**config.mk**
```make
export PLATFORM = sky130hd
export DESIGN_NAME = round_robin_scheduler
export DESIGN_NICKNAME = d
export VERILOG_FILES = /design/src/rtl/sched_pkg.sv /design/src/rtl/rr_pick.sv /design/src/rtl/round_robin_scheduler.sv
export SDC_FILE = /design/constraint.sdc
export NUM_CORES = 1
export LEC_CHECK = 0
export ABC_AREA = 1
export ABC_CLOCK_PERIOD_IN_PS = 4830
export CAP_MARGIN = 10
export CORE_AREA = 2 2 44 46
export DETAILED_ROUTE_END_ITERATION = 10
export DIE_AREA = 0 0 46 48
export DONT_BUFFER_PORTS = 1
export MAX_ROUTING_LAYER = met4
export PLACE_DENSITY_LB_ADDON = 0.15
export SLEW_MARGIN = 20
export SYNTH_ARGS = -nofsm -noshare
export SYNTH_HDL_FRONTEND = slang
export SYNTH_SLANG_ARGS = --single-unit
```
**constraint.sdc**
```tcl
create_clock -name clock -period 4.83 [get_ports clock]
set_input_delay 1.2075 -clock clock [delete_from_list [all_inputs] [get_ports clock]]
set_output_delay 1.2075 -clock clock [all_outputs]
set_load 0.005 [all_outputs]
```
**src/rtl/sched_pkg.sv**
```systemverilog
// Shared types and helpers for the round-robin scheduler family.
package sched_pkg;

    // Widest requester vector the helpers below can handle.
    localparam int MAX_W = 32;

    typedef enum logic {
        IDLE  = 1'b0,
        GRANT = 1'b1
    } sched_state_t;

    // Rotate the low w bits of a one-hot vector left by one; MSB wraps to bit 0.
    function automatic logic [MAX_W-1:0] rotl1(input logic [MAX_W-1:0] v, input int w);
        logic [MAX_W-1:0] r;
        r = '0;
        for (int i = 0; i < MAX_W; i++) begin
            if (i < w - 1) begin
                r[i+1] = v[i];
            end else if (i == w - 1) begin
                r[0] = v[i];
            end
        end
        return r;
    endfunction

    // Binary index of a one-hot vector; zero vector maps to index 0.
    function automatic logic [4:0] onehot_to_idx(input logic [MAX_W-1:0] v);
        logic [4:0] idx;
        idx = '0;
        for (int i = 0; i < MAX_W; i++) begin
            if (v[i]) begin
                idx = idx | 5'(i);
            end
        end
        return idx;
    endfunction

endpackage

```
**src/rtl/rr_pick.sv**
```systemverilog
// Combinational circular priority picker: first set bit of req at or above
// the one-hot token, wrapping around. Zero output when req is all-zero.
module rr_pick #(
    parameter int WIDTH = 4
) (
    input  logic [WIDTH-1:0] req,
    input  logic [WIDTH-1:0] token,
    output logic [WIDTH-1:0] pick
);
    import sched_pkg::*;

    logic [2*WIDTH-1:0] dbl_req;
    logic [2*WIDTH-1:0] dbl_sub;
    logic [2*WIDTH-1:0] dbl_gnt;

    // Duplicating req makes the wrap a plain upward search; subtracting the
    // token flips the run of zeros up to the first hit, isolating that bit.
    always_comb begin
        dbl_req = {req, req};
        dbl_sub = dbl_req - {{WIDTH{1'b0}}, token};
        dbl_gnt = dbl_req & ~dbl_sub;
        pick    = dbl_gnt[WIDTH-1:0] | dbl_gnt[2*WIDTH-1:WIDTH];
    end

endmodule

```
**src/rtl/round_robin_scheduler.sv**
```systemverilog
// Round-robin arbiter with hold-until-done ownership, zero-bubble handover
// and a hold-time watchdog that revokes overstaying grants.
module round_robin_scheduler
    import sched_pkg::*;
#(
    parameter int WIDTH    = 4,
    parameter int MAX_HOLD = 8
) (
    input  logic                     clock,
    input  logic                     reset,
    input  logic [WIDTH-1:0]         req,
    input  logic                     done,
    output logic [WIDTH-1:0]         grant,
    output logic [$clog2(WIDTH)-1:0] grant_idx,
    output logic                     busy,
    output logic [WIDTH-1:0]         token,
    output logic                     timeout
);
    localparam int IW = $clog2(WIDTH);
    localparam int CW = (MAX_HOLD > 0) ? $clog2(MAX_HOLD + 1) : 1;

    sched_state_t     state_q, state_d;
    logic [WIDTH-1:0] grant_q, grant_d;
    logic [IW-1:0]    grant_idx_q, grant_idx_d;
    logic             busy_q, busy_d;
    logic [WIDTH-1:0] token_q, token_d;
    logic             timeout_q, timeout_d;

    logic [WIDTH-1:0] owner_next_tok;
    logic [WIDTH-1:0] pick_req, pick_tok, pick;
    logic             owner_req;
    logic             expire;
    logic             release_c;

    // Release decode; expiry only counts as a timeout when nothing else ends the grant.
    always_comb begin
        owner_next_tok = WIDTH'(rotl1(MAX_W'(grant_q), WIDTH));
        owner_req      = |(req & grant_q);
        release_c      = (state_q == GRANT) && (done || !owner_req || expire);
        pick_req       = (state_q == GRANT) ? (req & ~grant_q) : req;
        pick_tok       = (state_q == GRANT) ? owner_next_tok : token_q;
    end

    rr_pick #(.WIDTH(WIDTH)) u_pick (
        .req   (pick_req),
        .token (pick_tok),
        .pick  (pick)
    );

    generate
        if (MAX_HOLD > 0) begin : g_wdog
            logic [CW-1:0] hold_cnt_q, hold_cnt_d;

            // Hold counter: counts consecutive cycles of the current owner.
            always_comb begin
                hold_cnt_d = '0;
                if (state_q == GRANT && !release_c) begin
                    hold_cnt_d = hold_cnt_q + 1'b1;
                end
            end

            // Hold counter register.
            always_ff @(posedge clock) begin
                if (reset) begin
                    hold_cnt_q <= '0;
                end else begin
                    hold_cnt_q <= hold_cnt_d;
                end
            end

            assign expire = (state_q == GRANT) && (hold_cnt_q == CW'(MAX_HOLD - 1));
        end else begin : g_no_wdog
            assign expire = 1'b0;
        end
    endgenerate

    // FSM state register.
    always_ff @(posedge clock) begin
        if (reset) begin
            state_q <= IDLE;
        end else begin
            state_q <= state_d;
        end
    end

    // FSM next-state logic.
    always_comb begin
        state_d = state_q;
        case (state_q)
            IDLE:    if (|req) state_d = GRANT;
            GRANT:   if (release_c && !(|pick)) state_d = IDLE;
            default: state_d = IDLE;
        endcase
    end

    // FSM output logic: next grant, token and timeout pulse.
    always_comb begin
        grant_d   = grant_q;
        token_d   = token_q;
        timeout_d = 1'b0;
        case (state_q)
            IDLE: begin
                grant_d = pick;
            end
            GRANT: begin
                if (release_c) begin
                    token_d   = owner_next_tok;
                    grant_d   = pick;
                    timeout_d = expire && !done && owner_req;
                end
            end
            default: begin
                grant_d = '0;
            end
        endcase
        grant_idx_d = IW'(onehot_to_idx(MAX_W'(grant_d)));
        busy_d      = |grant_d;
    end

    // Output and token registers.
    always_ff @(posedge clock) begin
        if (reset) begin
            grant_q     <= '0;
            grant_idx_q <= '0;
            busy_q      <= 1'b0;
            token_q     <= WIDTH'(1);
            timeout_q   <= 1'b0;
        end else begin
            grant_q     <= grant_d;
            grant_idx_q <= grant_idx_d;
            busy_q      <= busy_d;
            token_q     <= token_d;
            timeout_q   <= timeout_d;
        end
    end

    assign grant     = grant_q;
    assign grant_idx = grant_idx_q;
    assign busy      = busy_q;
    assign token     = token_q;
    assign timeout   = timeout_q;

endmodule

```
## Word-level counts from Yosys, hierarchy flattened

Index checks and enable logic that the tools add are counted.

| storage, ports and cells | value |
|---|---|
| register bits | 17 |
| input bits | 7 |
| output and inout bits | 12 |

| cells by class | value |
|---|---|
| $add $sub $neg | 2 |
| equality and inequality tests | 1 |
| multiplexer cells | 10 |
| bitwise logic cells | 9 |
| reductions and logical operators | 19 |

Operators with widths:

| cell | number |
|---|---|
| OR reduction 4 bit | 4 |
| 2-to-1 mux 4 bit | 3 |
| bitwise AND 4 bit | 2 |
| bitwise AND 8 bit | 1 |
| NOT 8 bit | 1 |
| one-hot mux 4 bit (2 select lines) | 1 |
| subtractor 8 x 4 -> 8 bit | 1 |
| logical AND 1 bit | 6 |
| adder 4 x 1 -> 4 bit, second input constant | 1 |
| equality test 4 x 3 -> 1 bit, second input constant | 1 |
| zero test 1 bit | 4 |
| 2-to-1 mux 2 bit | 2 |
| NOT 4 bit | 1 |
| bitwise OR 4 bit | 1 |
| 2-to-1 mux 1 bit | 3 |
| NOT 1 bit | 3 |
| OR reduction 3 bit | 1 |
| logical OR 1 bit | 2 |
| one-hot mux 1 bit (2 select lines) | 1 |
| AND reduction 2 bit | 1 |
| OR reduction 2 bit | 1 |

## Longest topological paths before layout

Gate-level depths: netlist of run 1.

| depth | value |
|---|---|
| word-level depth | 12 |
| mapped depth | 16 |

## Cells and area by module

A second synthesis of run 1 with hierarchy kept.

| unflattened totals | value |
|---|---|
| cells, all modules | 149 |
| area, all modules | 1004.7 um^2 |

Modules (own cells, without submodules):

| module | times used | cells an instance | area each (um^2) | seq. area each (um^2) |
|---|---|---|---|---|
| round_robin_scheduler | 1 | 107 | 787.0 | 340.3 |
| rr_pick | 1 | 42 | 217.7 | 0.0 |

## Least setup slack after synthesis of run 1

OpenSTA, ideal clock, no wires.

| timing | value |
|---|---|
| path type | input -> register |
| start | input req[1] |
| end | register busy_q, in the netlist busy |
| library setup time | 0.120 ns |
| arrival | 2.357 ns |
| slack | 2.354 ns |
| cell stages on the path | 10 |
| path buffers | 0 |
| cell sequence | nand2_1 inv_1 fa_1 xnor2_1 nand2_1 nand2_1 nand2_1 nand2_1 o21ai_1 nand3_2 |

| on the way | value |
|---|---|
| cells in the longest elaborated chain, start to end | 9 |
| elaborated cells on any way between the ends | 15 |
| classes of those cells | add/sub (1); mux (3); bitwise (5); reduce/logical (6) |

RTL lines:

| element | line | source |
|---|---|---|
| start: declaration | round_robin_scheduler.sv:11 | `input logic [WIDTH-1:0] req,` |
| bitwise AND 4 bit (on tied branches) | round_robin_scheduler.sv:40, round_robin_scheduler.sv:38 |  |
| 2-to-1 mux 4 bit / OR reduction 4 bit (equally long branches) | round_robin_scheduler.sv:40, round_robin_scheduler.sv:38 |  |
| subtractor 8 x 4 -> 8 bit / zero test 1 bit (equally long branches) | rr_pick.sv:20, round_robin_scheduler.sv:39 |  |
| NOT 8 bit / logical OR 1 bit (equally long branches) | rr_pick.sv:21, round_robin_scheduler.sv:39 |  |
| bitwise AND 8 bit / logical OR 1 bit (equally long branches) | rr_pick.sv:21, round_robin_scheduler.sv:39 |  |
| bitwise OR 4 bit / logical AND 1 bit (equally long branches) | rr_pick.sv:22, round_robin_scheduler.sv:39 |  |
| 2-to-1 mux 4 bit | round_robin_scheduler.sv:106 | `if (release_c) begin` |
| one-hot mux 4 bit (2 select lines) (*) | round_robin_scheduler.sv:101 | `case (state_q)` |
| OR reduction 4 bit (*) | round_robin_scheduler.sv:117 | `busy_d = \|grant_d;` |
| end signal: assignment | round_robin_scheduler.sv:131 | `busy_q <= busy_d;` |
| end: declaration | round_robin_scheduler.sv:25 | `logic busy_q, busy_d;` |

Every way passes the cells marked *; elsewhere a longest branch is shown, timed or not.
A chain may end at the register's enable or synchronous reset.

## Worst setup path in the final report of run 1

| timing | value |
|---|---|
| start | register state_q |
| end | register busy_q, in the netlist busy |

| on the way | value |
|---|---|
| cells in the longest elaborated chain, start to end | 8 |
| elaborated cells on any way between the ends | 13 |
| classes of those cells | add/sub (1); mux (4); bitwise (4); reduce/logical (4) |

RTL lines:

| element | line | source |
|---|---|---|
| start: declaration | round_robin_scheduler.sv:22 | `sched_state_t state_q, state_d;` |
| start signal: assignment | round_robin_scheduler.sv:82 | `state_q <= state_d;` |
| 2-to-1 mux 4 bit (on tied branches) | round_robin_scheduler.sv:40, round_robin_scheduler.sv:41 |  |
| subtractor 8 x 4 -> 8 bit | rr_pick.sv:20 | `dbl_sub = dbl_req - {{WIDTH{1'b0}}, token};` |
| NOT 8 bit | rr_pick.sv:21 | `dbl_gnt = dbl_req & ~dbl_sub;` |
| bitwise AND 8 bit | rr_pick.sv:21 |  |
| bitwise OR 4 bit | rr_pick.sv:22 | `pick = dbl_gnt[WIDTH-1:0] \| dbl_gnt[2*WIDTH-1:WIDTH];` |
| 2-to-1 mux 4 bit | round_robin_scheduler.sv:106 |  |
| one-hot mux 4 bit (2 select lines) (*) | round_robin_scheduler.sv:101 |  |
| OR reduction 4 bit (*) | round_robin_scheduler.sv:117 |  |

Marks and branches as above.

==> flow_results.xml, run 1 <==
<?xml version="1.0" encoding="UTF-8"?>
<metrics>
  <group name="logic_synthesis">
    <metric name="synth_enable_flop_cells" unit="">0</metric>
    <metric name="synth_largest_area_cell" unit="">sky130_fd_sc_hd__dfxtp_1</metric>
    <metric name="mappedNetlistNets" unit="">163</metric>
    <metric name="post_synth_main_area_contributors" unit="">sky130_fd_sc_hd__dfxtp_1 32%, sky130_fd_sc_hd__nand2_1 15%, sky130_fd_sc_hd__nor2_1 6.4%, sky130_fd_sc_hd__inv_1 5.7%, sky130_fd_sc_hd__nand2_2 5.3%</metric>
    <metric name="most_frequent_cell_after_synthesis" unit="">sky130_fd_sc_hd__nand2_1</metric>
    <metric name="yosysTopAreaCellShare" unit="%">32.2</metric>
    <metric name="synth.ff_latch_count" unit="">17</metric>
    <metric name="synth_cell_types" unit="">29</metric>
    <metric name="synth_cells" unit="">151</metric>
    <metric name="async_flop_share" unit="%">0</metric>
    <metric name="synth_top_cells_by_count" unit="">41 x sky130_fd_sc_hd__nand2_1, 18 x sky130_fd_sc_hd__nor2_1, 17 x sky130_fd_sc_hd__dfxtp_1</metric>
    <metric name="avgSynthCellArea" unit="µm²">7.01</metric>
    <metric name="ys_seq_area_share" unit="%">32.2</metric>
    <metric name="yosys_most_used_dff" unit="">sky130_fd_sc_hd__dfxtp_1</metric>
    <metric name="mappedNetlistArea" unit="µm²">1060</metric>
    <metric name="synth-warning-count" unit="">0</metric>
  </group>
  <group name="sta">
    <metric name="finalSetupViolations" unit="">0</metric>
    <metric name="worst_clock_skew" unit="ns">0.00145</metric>
    <metric name="worst_slew_pin_tran" unit="ns">0.593</metric>
    <metric name="timing.slew.headroom" unit="%">60.4</metric>
    <metric name="grt_setup_unrepaired" unit="">false</metric>
    <metric name="fmax" unit="MHz">418</metric>
    <metric name="finalCritPeriodShare" unit="%">49.5</metric>
    <metric name="period_needed" unit="ns">2.39</metric>
    <metric name="finalHoldViolations" unit="">0</metric>
    <metric name="tns" unit="ns">0</metric>
    <metric name="final-max-slew-violation-count" unit="">0</metric>
  </group>
  <group name="die">
    <metric name="fp.dieH" unit="µm">48</metric>
    <metric name="core" unit="µm²">1690</metric>
    <metric name="ports" unit="">19</metric>
    <metric name="initial_utilization" unit="%">62.7</metric>
    <metric name="rows" unit="">15</metric>
    <metric name="die_w" unit="µm">46</metric>
    <metric name="die_area" unit="µm²">2210</metric>
  </group>
  <group name="route">
    <metric name="initialDrtViolationCount" unit="">19</metric>
    <metric name="wl_per_cell" unit="µm">12.6</metric>
    <metric name="totalWireLength" unit="µm">2160</metric>
    <metric name="first_pass_iters" unit="">4</metric>
    <metric name="total_drc_errors_in_the_routed_layout" unit="">0</metric>
    <metric name="routed_via_density" unit="">5.32</metric>
    <metric name="route.vias.total" unit="">909</metric>
    <metric name="route.antenna.remaining_nets" unit="">0</metric>
  </group>
  <group name="global_route">
    <metric name="pin_count_of_the_biggest_net_entering_global_routing" unit="">11</metric>
    <metric name="first_global_vias" unit="">829</metric>
    <metric name="grt-ovfl-total" unit="">0</metric>
    <metric name="antenna_found_initial" unit="">0</metric>
    <metric name="track_usage" unit="%">23.1</metric>
    <metric name="grt_pass1_wl" unit="µm">3570</metric>
  </group>
  <group name="clocking">
    <metric name="numCtsBuffers" unit="">3</metric>
    <metric name="clkSlewWorstSetupHoldPaths" unit="ns">0.10</metric>
    <metric name="cts_hold_buf" unit="">0</metric>
    <metric name="tritoncts" unit="">yes</metric>
    <metric name="cts_post_setup_buffers_inserted" unit="">0</metric>
    <metric name="cts.repair.resized" unit="">0</metric>
    <metric name="clock_net_sink_count" unit="">17</metric>
    <metric name="clock_tree.root_cell" unit="">sky130_fd_sc_hd__clkbuf_4</metric>
    <metric name="clock_tree.buffer_depth" unit="">2</metric>
    <metric name="htree_num_levels" unit="">1</metric>
    <metric name="clk_latency" unit="ns">0.28</metric>
  </group>
  <group name="cells_and_area">
    <metric name="final_nets" unit="">167</metric>
    <metric name="fraction_of_layout_cells_with_a_size_suffix_above_1" unit="%">18.2</metric>
    <metric name="antenna-diode-count" unit="">0</metric>
    <metric name="area_growth_syn_to_layout" unit="%">3.43</metric>
    <metric name="fin_util" unit="%">64.8</metric>
  </group>
  <group name="placed_design">
    <metric name="dp_hpwl" unit="µm">1750</metric>
    <metric name="gp_routability_congestion" unit="">1.06</metric>
    <metric name="io_buffer_count" unit="">0</metric>
  </group>
  <group name="min_path">
    <metric name="timing.hold.worst.start" unit="">g_wdog.hold_cnt_q[0]</metric>
    <metric name="hold-path-cell-count" unit="">1</metric>
    <metric name="worstHoldPathType" unit="">reg -&gt; reg</metric>
    <metric name="hold_end" unit="">g_wdog.hold_cnt_q[0]</metric>
  </group>
  <group name="setup_path">
    <metric name="timing.reg2reg.setup_slack" unit="ns">2.44</metric>
    <metric name="r2r_end" unit="">busy</metric>
    <metric name="timing.rr.start" unit="">state_q</metric>
    <metric name="worst_setup_path_end_kind" unit="">register</metric>
    <metric name="worstPathArrival" unit="ns">2.63</metric>
    <metric name="crit_path_start_kind" unit="">register</metric>
    <metric name="data_required_time_at_the_worst_endpoint" unit="ns">5.06</metric>
    <metric name="critical_path_peak_fanout" unit="">10</metric>
    <metric name="worst-setup-path-type" unit="">reg -&gt; reg</metric>
    <metric name="r2r_cells" unit="">9</metric>
  </group>
  <group name="pwr">
    <metric name="vdd_ir_drop_max" unit="µV">266</metric>
    <metric name="power_density" unit="nW/µm²">391</metric>
    <metric name="power_leakage" unit="nW">0.591</metric>
  </group>
  <group name="run">
    <metric name="cap_violations" unit="">0</metric>
  </group>
  <group name="status">
    <metric name="run_status" unit="">complete, no violations</metric>
  </group>
</metrics>
-- power by group --
| part | switching, W | leakage, nW | internal [W] |
|---|---|---|---|
| clock | 0.0000428 | 0.0150 | 0.0000320 |
| combinational | 0.000103 | 0.436 | 0.0000595 |
| sequential | 0.0000278 | 0.140 | 0.000163 |
| total | 0.000174 | 0.591 | 0.000255 |
-- layout by cell type, fill, tap and decap left out, drive strengths merged --
cell and n:
xor2 1, clkinv 2, fa 1, or2 1, nor2 23, nand4 3
o31ai 1, ha 4, clkbuf 4, a21oi 3, a31oi 1, inv 20
nor4 1, nand3 11, a21boi 2, nor3 1, nand2 53, o21ai 4
xnor2 1, dfxtp 17
-- per-layer routing --
metal | global-route usage (%) | vias up | wire length, µm
met3 | 2.64 | 2 | 102
li1 | - | 478 | -
met2 | 37.5 | 26 | 1030
met5 | - | - | 0
met4 | 4.57 | 0 | 11
met1 | 31.1 | 403 | 1010
-- worst max-delay path, stage by stage (launching register included) --
cell and delay [ns]:
sky130_fd_sc_hd__dfxtp_1 0.71, sky130_fd_sc_hd__inv_4 0.10, sky130_fd_sc_hd__a21boi_0 0.40, sky130_fd_sc_hd__fa_1 0.48
sky130_fd_sc_hd__or2_2 0.33, sky130_fd_sc_hd__nand2_1 0.07, sky130_fd_sc_hd__nand2_1 0.04, sky130_fd_sc_hd__nand2_1 0.07
sky130_fd_sc_hd__nand2_2 0.06, sky130_fd_sc_hd__nand3_2 0.07
-- kinds of logic after synthesis --
family                   share of synthesized area, %
adder cells (fa/ha/maj)                          6.62
buffers and inverters                            9.10
AO/OA/AOI/OAI                                    6.03
AND/OR/NAND/NOR                                  44.4
flip-flops                                       32.2
XOR/XNOR                                         1.66
-- area by class of cell --
cell class,instances,area (µm²)
tap,17,21.3
sequential,17,340
clock buffer,4,26.3
fill,154,594
inverter,22,85.1
multi-input combinational,111,622
-- worst max path at each step --
stage	slack, ns	to	cells past startpoint	from
4_1_cts	2.42	grant_idx[0]	9	state_q
2_1_floorplan	2.35	busy	10	req[1]
3_5_place_dp	2.18	busy	10	req[1]
6_report	2.44	busy	9	state_q
3_3_place_gp	2.18	busy	10	req[1]
5_1_grt	2.29	busy	9	state_q
-- per-stage QoR --
| step | instances | hold slack, ns | setup slack (ns) | instance area, µm² | total power [W] |
|---|---|---|---|---|---|
| after floorplan | 151 | 0.418 | 2.35 | 1060 | 0.000324 |
| after global placement | 167 | 0.430 | 2.18 | 1070 | 0.000354 |
| after detailed placement | 167 | 0.437 | 2.18 | 1070 | 0.000355 |
| after CTS | 171 | 0.459 | 2.42 | 1090 | 0.000430 |
| after global routing | 171 | 0.490 | 2.29 | 1090 | 0.000462 |
| final | 171 | 0.457 | 2.44 | 1090 | 0.000428 |
-- state kept, by name, indices dropped and copies added (netlist names) --
| register | count |
|---|---|
| busy | 1 |
| g_wdog.hold_cnt_q | 4 |
| grant | 4 |
| grant_idx | 2 |
| state_q | 1 |
| timeout | 1 |
| token | 4 |
Power figures use the tool's default switching activity.
==> inputs of run 2 (changes only) <==
--- a/config.mk
+++ b/config.mk
@@ -6,11 +6,11 @@
 export NUM_CORES = 1
 export LEC_CHECK = 0
 export ABC_AREA = 1
-export ABC_CLOCK_PERIOD_IN_PS = 4830
+export ABC_CLOCK_PERIOD_IN_PS = 2200
 export CAP_MARGIN = 10
-export CORE_AREA = 2 2 44 46
+export CORE_AREA = 2 2 47 49
 export DETAILED_ROUTE_END_ITERATION = 10
-export DIE_AREA = 0 0 46 48
+export DIE_AREA = 0 0 49 51
 export DONT_BUFFER_PORTS = 1
 export MAX_ROUTING_LAYER = met4
 export PLACE_DENSITY_LB_ADDON = 0.15
==> constraint.sdc (replaced) <==
create_clock -name clock -period 2.2 [get_ports clock]
set_input_delay 0.55 -clock clock [delete_from_list [all_inputs] [get_ports clock]]
set_output_delay 0.55 -clock clock [all_outputs]
set_load 0.005 [all_outputs]
==> run 2 against run 1 <==
  * Final cell count up 9.4%
  * Non-clock buffer count up 5
  * Count of clock-buffer cells in the layout down 1
  * Worst hold slack worse by 0.15 ns
  * Critical path type unchanged
  * Critical endpoint unchanged
  * Largest power group is now combinational cells
  * Highest routed layer unchanged
==> flow_results.xml, run 2 (same netlist as run 1, synthesis figures left out) <==
<?xml version="1.0" encoding="UTF-8"?>
<metrics>
  <group name="status">
    <metric name="run_status" unit="">complete, no violations</metric>
  </group>
  <group name="pwr">
    <metric name="power_leakage" unit="nW">0.619</metric>
    <metric name="netSwitchingFraction" unit="%">40.6</metric>
    <metric name="pwr-share-seq" unit="%">41.4</metric>
    <metric name="vdd_ir_drop_max" unit="µV">549</metric>
    <metric name="netSwitchingPower" unit="W">0.000395</metric>
    <metric name="power_density" unit="nW/µm²">846</metric>
    <metric name="power.internal" unit="W">0.000577</metric>
    <metric name="post-layout-total-power" unit="W">0.000972</metric>
    <metric name="part_of_the_power_in_combinational_logic" unit="%">41.5</metric>
    <metric name="power.clock.fraction" unit="%">17.2</metric>
  </group>
  <group name="setup_path">
    <metric name="timing.reg2reg.setup_slack" unit="ns">0.14</metric>
    <metric name="critical_path_peak_fanout" unit="">6</metric>
    <metric name="worst_setup_path_endpoint" unit="">busy</metric>
    <metric name="timing.rr.start" unit="">state_q</metric>
    <metric name="critical_path_cell_by_cell" unit="">nand2_1 -&gt; nand2_1 -&gt; inv_1 -&gt; fa_1 -&gt; a21oi_1 -&gt; nor2_1 -&gt; nor2_1 -&gt; nand2_1 -&gt; nand2_1 -&gt; o21ai_1 -&gt; nand3_2</metric>
    <metric name="worstPathBufferInverterCount" unit="">1</metric>
    <metric name="path_delay_family" unit="">simple AND/OR/NAND/NOR gates</metric>
    <metric name="worst_setup_path_end_kind" unit="">register</metric>
    <metric name="worst-setup-path-type" unit="">reg -&gt; reg</metric>
    <metric name="slowest_stage" unit="">sky130_fd_sc_hd__fa_1</metric>
    <metric name="worstPathArrival" unit="ns">2.30</metric>
    <metric name="critPathLaunch" unit="">state_q</metric>
    <metric name="path_common_cell" unit="">sky130_fd_sc_hd__nand2_1</metric>
    <metric name="crit_path_max_incr_delay" unit="ns">0.47</metric>
    <metric name="data_required_time_at_the_worst_endpoint" unit="ns">2.44</metric>
    <metric name="crit_path_start_kind" unit="">register</metric>
    <metric name="r2r_cells" unit="">11</metric>
    <metric name="critical_path_depth" unit="">11</metric>
    <metric name="r2r_end" unit="">busy</metric>
  </group>
  <group name="placed_design">
    <metric name="dp_hpwl" unit="µm">1990</metric>
    <metric name="postPlaceCellArea" unit="µm²">1120</metric>
    <metric name="gp_routability_congestion" unit="">0.946</metric>
    <metric name="preCtsSetupSlack" unit="ns">0.0695</metric>
    <metric name="number_of_placed_cells_counting_well_taps" unit="">183</metric>
    <metric name="io_buffer_count" unit="">0</metric>
  </group>
  <group name="clocking">
    <metric name="clock_tree.buffer_depth" unit="">2</metric>
    <metric name="clk_latency" unit="ns">0.30</metric>
    <metric name="htree_num_levels" unit="">1</metric>
    <metric name="tritoncts" unit="">yes</metric>
    <metric name="clock_tree.root_cell" unit="">sky130_fd_sc_hd__clkbuf_4</metric>
    <metric name="cts_post_setup_buffers_inserted" unit="">0</metric>
    <metric name="clkSlewWorstSetupHoldPaths" unit="ns">0.10</metric>
    <metric name="numCtsBuffers" unit="">3</metric>
    <metric name="clock_net_sink_count" unit="">17</metric>
  </group>
  <group name="die">
    <metric name="die_w" unit="µm">49</metric>
    <metric name="die_area" unit="µm²">2500</metric>
    <metric name="initial_utilization" unit="%">51.3</metric>
    <metric name="fp.dieH" unit="µm">51</metric>
    <metric name="rows" unit="">17</metric>
    <metric name="core" unit="µm²">2060</metric>
    <metric name="ports" unit="">19</metric>
  </group>
  <group name="min_path">
    <metric name="worstHoldPathType" unit="">in -&gt; reg</metric>
    <metric name="hold-path-cell-count" unit="">1</metric>
  </group>
  <group name="cells_and_area">
    <metric name="fraction_of_layout_cells_with_a_size_suffix_above_1" unit="%">22.0</metric>
    <metric name="fin_cells" unit="">187</metric>
    <metric name="layout_commonest_cell" unit="">sky130_fd_sc_hd__nand2_1</metric>
    <metric name="final_nets" unit="">172</metric>
    <metric name="fillerInstances" unit="">230</metric>
    <metric name="area_growth_syn_to_layout" unit="%">8.51</metric>
    <metric name="antenna-diode-count" unit="">0</metric>
    <metric name="summed_area_of_non_filler_cells_in_the_final_layout" unit="µm²">1150</metric>
    <metric name="seqCellArea" unit="µm²">342</metric>
    <metric name="mostFrequentLayoutCells" unit="">41 x sky130_fd_sc_hd__nand2_1, 18 x sky130_fd_sc_hd__nor2_1, 16 x sky130_fd_sc_hd__inv_1, 16 x sky130_fd_sc_hd__dfxtp_1, 9 x sky130_fd_sc_hd__nand2_2</metric>
    <metric name="footprint_of_the_multi_input_gates" unit="µm²">622</metric>
  </group>
  <group name="sta">
    <metric name="worst_slew_pin_tran" unit="ns">0.373</metric>
    <metric name="finalCritPeriodShare" unit="%">93.5</metric>
    <metric name="timing.slew.headroom" unit="%">74.9</metric>
    <metric name="fmax" unit="MHz">486</metric>
    <metric name="final-max-slew-violation-count" unit="">0</metric>
    <metric name="setup_slack" unit="ns">0.143</metric>
    <metric name="period_needed" unit="ns">2.06</metric>
    <metric name="worst_clock_skew" unit="ns">0.0138</metric>
    <metric name="tns" unit="ns">0</metric>
    <metric name="grt_setup_unrepaired" unit="">false</metric>
    <metric name="finalHoldViolations" unit="">0</metric>
    <metric name="finalSetupViolations" unit="">0</metric>
  </group>
  <group name="route">
    <metric name="route.antenna.remaining_nets" unit="">0</metric>
    <metric name="total_drc_errors_in_the_routed_layout" unit="">0</metric>
    <metric name="wl_per_cell" unit="µm">12.5</metric>
    <metric name="totalWireLength" unit="µm">2340</metric>
    <metric name="route.vias.total" unit="">916</metric>
    <metric name="initialDrtViolationCount" unit="">14</metric>
    <metric name="first_pass_iters" unit="">5</metric>
    <metric name="routed_via_density" unit="">4.90</metric>
  </group>
  <group name="global_route">
    <metric name="antenna_found_initial" unit="">0</metric>
    <metric name="pin_count_of_the_biggest_net_entering_global_routing" unit="">11</metric>
    <metric name="grt_pass1_wl" unit="µm">3950</metric>
    <metric name="grt-ovfl-total" unit="">0</metric>
    <metric name="first_global_vias" unit="">877</metric>
    <metric name="track_usage" unit="%">21.6</metric>
  </group>
  <group name="run">
    <metric name="cap_violations" unit="">0</metric>
  </group>
</metrics>
## run 2: power by group through the flow
stage | Combinational (W) | Sequential, W | Clock (W)
finish | 0.000403 | 0.000402 | 0.000167
global route | 0.000457 | 0.000407 | 0.000179
CTS | 0.000404 | 0.000403 | 0.000169
detailed placement | 0.000402 | 0.000410 | 0
global placement | 0.000392 | 0.000410 | 0
floorplan | 0.000311 | 0.000400 | 0
## run 2: worst min-delay path by stage
stage                         startpoint                    to  slack, ns
finish                              done               timeout       0.31
global route                       reset               timeout       0.31
CTS                                 done               timeout       0.31
detailed placement  g_wdog.hold_cnt_q[0]  g_wdog.hold_cnt_q[0]       0.44
global placement    g_wdog.hold_cnt_q[0]  g_wdog.hold_cnt_q[0]       0.43
floorplan           g_wdog.hold_cnt_q[0]  g_wdog.hold_cnt_q[0]       0.42
## run 2: what timing repair did
item | in CTS | in global routing
hold buffers | 0 | 0
setup endpoints to repair | 0 | 7
resized for setup | 0 | 1
## run 2: final cells by class
class,instances,share of cell area (%)
inverter,22,7.41
clock buffer,3,1.96
sequential,17,29.7
timing repair buffer,5,3.27
clock inverter,1,0.436
tap,28,3.05
multi-input combinational,111,54.1
## run 2: layer usage
| layer | GRT usage, % | vias to the layer above | share of wire (%) |
|---|---|---|---|
| met3 | 3.22 | 5 | 4.4 |
| li1 | - | 483 | - |
| met2 | 37.9 | 18 | 51 |
| met4 | 10.0 | 0 | 1.6 |
| met1 | 24.6 | 410 | 43 |
| met5 | - | - | 0 |
## run 2: per-stage QoR
| stage | utilization (%) | hold WS (ns) |
|---|---|---|
| 6_report | 55.7 | 0.308 |
| 5_1_grt | 55.7 | 0.307 |
| 4_1_cts | 55.6 | 0.312 |
| 3_5_place_dp | 54.3 | 0.444 |
| 3_3_place_gp | 54.3 | 0.431 |
| 2_1_floorplan | - | 0.418 |
==> inputs of run 3 (changes only) <==
--- a/config.mk
+++ b/config.mk
@@ -5,12 +5,11 @@
 export SDC_FILE = /design/constraint.sdc
 export NUM_CORES = 1
 export LEC_CHECK = 0
-export ABC_AREA = 1
 export ABC_CLOCK_PERIOD_IN_PS = 2200
 export CAP_MARGIN = 10
-export CORE_AREA = 2 2 47 49
+export CORE_AREA = 2 2 48 50
 export DETAILED_ROUTE_END_ITERATION = 10
-export DIE_AREA = 0 0 49 51
+export DIE_AREA = 0 0 50 52
 export DONT_BUFFER_PORTS = 1
 export MAX_ROUTING_LAYER = met4
 export PLACE_DENSITY_LB_ADDON = 0.15
==> run 3 against run 2 <==
  * Core utilization increased by 4.0 points
  * Register-to-register slack got worse by 0.11 ns
  * Synthesized area increased by 3.7%
  * Critical path depth decreased by 3
  * Clock skew decreased by 0.011 ns
  * First-iteration DRC count increased by 21%
  * Synthesized cell count decreased by 25%
  * Final area increased by 9.5%
  * Critical path type unchanged
  * Routed wire length increased by 13%
  * Worst setup slack got worse by 0.11 ns
  * Count of clock-buffer cells in the layout unchanged
  * Worst hold slack improved by 0.0033 ns
==> flow_results.xml, run 3 <==
<?xml version="1.0" encoding="UTF-8"?>
<metrics>
  <group name="cells_and_area">
    <metric name="fraction_of_layout_cells_with_a_size_suffix_above_1" unit="%">32.0</metric>
    <metric name="summed_area_of_non_filler_cells_in_the_final_layout" unit="µm²">1260</metric>
    <metric name="fillerInstances" unit="">186</metric>
    <metric name="mostFrequentLayoutCells" unit="">16 x sky130_fd_sc_hd__dfxtp_1, 16 x sky130_fd_sc_hd__buf_4, 10 x sky130_fd_sc_hd__nor2_1</metric>
    <metric name="final_nets" unit="">141</metric>
    <metric name="antenna-diode-count" unit="">0</metric>
    <metric name="area_growth_syn_to_layout" unit="%">14.6</metric>
  </group>
  <group name="setup_path">
    <metric name="critical_path_peak_fanout" unit="">7</metric>
    <metric name="slowest_stage" unit="">sky130_fd_sc_hd__dfxtp_4</metric>
    <metric name="critical_path_depth" unit="">8</metric>
    <metric name="r2r_cells" unit="">8</metric>
    <metric name="worstPathBufferInverterCount" unit="">1</metric>
    <metric name="crit_path_max_incr_delay" unit="ns">0.38</metric>
    <metric name="crit_path_start_kind" unit="">register</metric>
    <metric name="data_required_time_at_the_worst_endpoint" unit="ns">2.37</metric>
    <metric name="worst-setup-path-type" unit="">reg -&gt; reg</metric>
    <metric name="worstPathArrival" unit="ns">2.34</metric>
    <metric name="path_delay_family" unit="">compound AO/OA/AOI/OAI gates</metric>
    <metric name="worst_setup_path_end_kind" unit="">register</metric>
    <metric name="critical_path_cell_by_cell" unit="">buf_4 -&gt; mux2i_1 -&gt; ha_1 -&gt; nand2_2 -&gt; a311oi_1 -&gt; o21ai_1 -&gt; a311oi_2 -&gt; a211oi_2</metric>
  </group>
  <group name="die">
    <metric name="die_w" unit="µm">50</metric>
    <metric name="core" unit="µm²">2110</metric>
    <metric name="initial_utilization" unit="%">52.1</metric>
    <metric name="ports" unit="">19</metric>
    <metric name="die_area" unit="µm²">2600</metric>
    <metric name="fp.dieH" unit="µm">52</metric>
    <metric name="rows" unit="">17</metric>
  </group>
  <group name="clocking">
    <metric name="clock_tree.buffer_depth" unit="">2</metric>
    <metric name="clock_net_sink_count" unit="">17</metric>
    <metric name="numCtsBuffers" unit="">3</metric>
    <metric name="tritoncts" unit="">yes</metric>
    <metric name="htree_num_levels" unit="">1</metric>
    <metric name="clk_latency" unit="ns">0.29</metric>
    <metric name="clkSlewWorstSetupHoldPaths" unit="ns">0.10</metric>
    <metric name="cts_hold_buf" unit="">0</metric>
    <metric name="clock_tree.root_cell" unit="">sky130_fd_sc_hd__clkbuf_4</metric>
  </group>
  <group name="placed_design">
    <metric name="postPlaceCellArea" unit="µm²">1190</metric>
    <metric name="io_buffer_count" unit="">0</metric>
    <metric name="gp_routability_congestion" unit="">0.972</metric>
    <metric name="dp_hpwl" unit="µm">1920</metric>
  </group>
  <group name="route">
    <metric name="initialDrtViolationCount" unit="">17</metric>
    <metric name="route.vias.total" unit="">955</metric>
    <metric name="first_pass_iters" unit="">4</metric>
    <metric name="totalWireLength" unit="µm">2630</metric>
    <metric name="wl_per_cell" unit="µm">16.9</metric>
    <metric name="routed_via_density" unit="">6.12</metric>
    <metric name="route.antenna.remaining_nets" unit="">0</metric>
    <metric name="total_drc_errors_in_the_routed_layout" unit="">0</metric>
  </group>
  <group name="sta">
    <metric name="finalCritPeriodShare" unit="%">98.4</metric>
    <metric name="period_needed" unit="ns">2.17</metric>
    <metric name="finalSetupViolations" unit="">0</metric>
    <metric name="finalHoldWorstSlack" unit="ns">0.311</metric>
    <metric name="finalHoldViolations" unit="">0</metric>
    <metric name="worst_clock_skew" unit="ns">0.00324</metric>
    <metric name="fmax" unit="MHz">462</metric>
    <metric name="timing.slew.headroom" unit="%">71.9</metric>
    <metric name="final-max-slew-violation-count" unit="">0</metric>
    <metric name="worst_slew_pin_tran" unit="ns">0.421</metric>
  </group>
  <group name="global_route">
    <metric name="pin_count_of_the_biggest_net_entering_global_routing" unit="">18</metric>
    <metric name="antenna_found_initial" unit="">0</metric>
    <metric name="grt-ovfl-total" unit="">0</metric>
    <metric name="grt_pass1_wl" unit="µm">4210</metric>
    <metric name="track_usage" unit="%">22.3</metric>
    <metric name="first_global_vias" unit="">893</metric>
  </group>
  <group name="status">
    <metric name="run_status" unit="">complete, no violations</metric>
  </group>
  <group name="logic_synthesis">
    <metric name="synth_cell_types" unit="">49</metric>
    <metric name="synth-warning-count" unit="">0</metric>
    <metric name="mappedNetlistArea" unit="µm²">1100</metric>
    <metric name="ys_seq_area_share" unit="%">31.0</metric>
    <metric name="mappedNetlistNets" unit="">126</metric>
    <metric name="yosysTopAreaCellShare" unit="%">31.0</metric>
    <metric name="yosys_most_used_dff" unit="">sky130_fd_sc_hd__dfxtp_1</metric>
    <metric name="most_frequent_cell_after_synthesis" unit="">sky130_fd_sc_hd__dfxtp_1</metric>
    <metric name="synth_cells" unit="">114</metric>
    <metric name="synth_top_cells_by_count" unit="">17 x sky130_fd_sc_hd__dfxtp_1, 10 x sky130_fd_sc_hd__nor2_1, 9 x sky130_fd_sc_hd__nand2_1</metric>
    <metric name="synth_enable_flop_cells" unit="">0</metric>
    <metric name="synth.ff_latch_count" unit="">17</metric>
    <metric name="synth_largest_area_cell" unit="">sky130_fd_sc_hd__dfxtp_1</metric>
    <metric name="avgSynthCellArea" unit="µm²">9.63</metric>
    <metric name="post_synth_main_area_contributors" unit="">sky130_fd_sc_hd__dfxtp_1 31%, sky130_fd_sc_hd__mux2i_1 7.3%, sky130_fd_sc_hd__ha_1 4.6%, sky130_fd_sc_hd__a211oi_2 3.4%, sky130_fd_sc_hd__nor2_1 3.4%</metric>
    <metric name="async_flop_share" unit="%">0</metric>
  </group>
  <group name="min_path">
    <metric name="worstHoldPathType" unit="">in -&gt; reg</metric>
    <metric name="hold-path-cell-count" unit="">1</metric>
  </group>
  <group name="pwr">
    <metric name="post-layout-total-power" unit="W">0.00105</metric>
    <metric name="power_leakage" unit="nW">0.511</metric>
    <metric name="vdd_ir_drop_max" unit="µV">443</metric>
    <metric name="power_density" unit="nW/µm²">839</metric>
  </group>
  <group name="run">
    <metric name="cap_violations" unit="">0</metric>
  </group>
</metrics>
==> run 3: cell count changes after synthesis, sizes merged, moves of 3 or more <==
cell / before / now
nor3: 1 / 7
nor2: 23 / 11
buf: 1 / 5
a211oi: 0 / 5
nand3: 11 / 2
mux2i: 0 / 8
o21ai: 4 / 1
inv: 20 / 2
nand2: 53 / 9
==> run 3: per-layer routing <==
layer	GRT usage, %	vias up	share of wire, %
met3	6.90	6	4.7
met4	10.2	0	1.8
li1	-	458	-
met2	34.2	27	49
met1	26.7	464	45
met5	-	-	0
==> run 3: logic make-up (layout without fill, tap and decap cells) <==
kind of cell | after synthesis | after routing | synth area share, %
multiplexers | 8 | 8 | 7.30
buffers and inverters | 8 | 22 | 5.93
flip-flops | 17 | 17 | 31.0
XOR/XNOR | 3 | 3 | 2.39
adder cells (fa/ha/maj) | 5 | 5 | 6.39
AO/OA/AOI/OAI | 26 | 26 | 22.5
AND/OR/NAND/NOR | 47 | 47 | 24.5
==> run 3: report_power, final <==
group	leakage, nW	switching (W)	internal, W
clock network	0.0177	0.0000972	0.0000676
logic	0.354	0.000259	0.000233
registers	0.140	0.0000445	0.000353
==> run 3: layout make-up <==
cell class                 instances  area, µm²  share of cell area [%]
multi-input combinational         89        723                    57.5
sequential                        17        344                    27.4
timing repair buffer              16        120                    9.55
tap                               28       35.0                    2.79
clock buffer                       3       22.5                    1.79
inverter                           2       7.51                   0.597
clock inverter                     1       5.00                   0.398
==> run 3: through the flow <==
step                      setup TNS, ns  worst slack (ns)  cells  utilization (%)
after floorplan                       0            0.0774    114                -
after global placement          -0.0465           -0.0465    151             56.4
after detailed placement        -0.0395           -0.0395    151             56.4
after CTS                             0            0.0167    155             58.1
after global routing             -0.269           -0.0843    156             59.7
final                                 0            0.0349    156             59.7
==> run 3: timing repair <==
action	CTS	global route
pin swaps	0	3
gates resized for setup	2	7
buffers inserted	0	1
endpoints found under the setup margin	3	4
==> run 3: worst paths after layout <==
| kind | from | endpoint | slack [ns] |
|---|---|---|---|
| max | state_q | state_q | 0.03 |
| min | reset | state_q | 0.31 |
| max reg2reg | state_q | state_q | 0.03 |
| min reg2reg | g_wdog.hold_cnt_q[0] | g_wdog.hold_cnt_q[0] | 0.46 |
==> run 3: worst register-to-register path: cells and delay by family (launching register included) <==
| kind | cells | cell delay [ns] |
|---|---|---|
| multiplexers | 1 | 0.13 |
| flip-flops | 1 | 0.38 |
| buffers and inverters | 1 | 0.17 |
| adder cells (fa/ha/maj) | 1 | 0.37 |
| AND/OR/NAND/NOR | 1 | 0.08 |
| AO/OA/AOI/OAI | 4 | 0.91 |
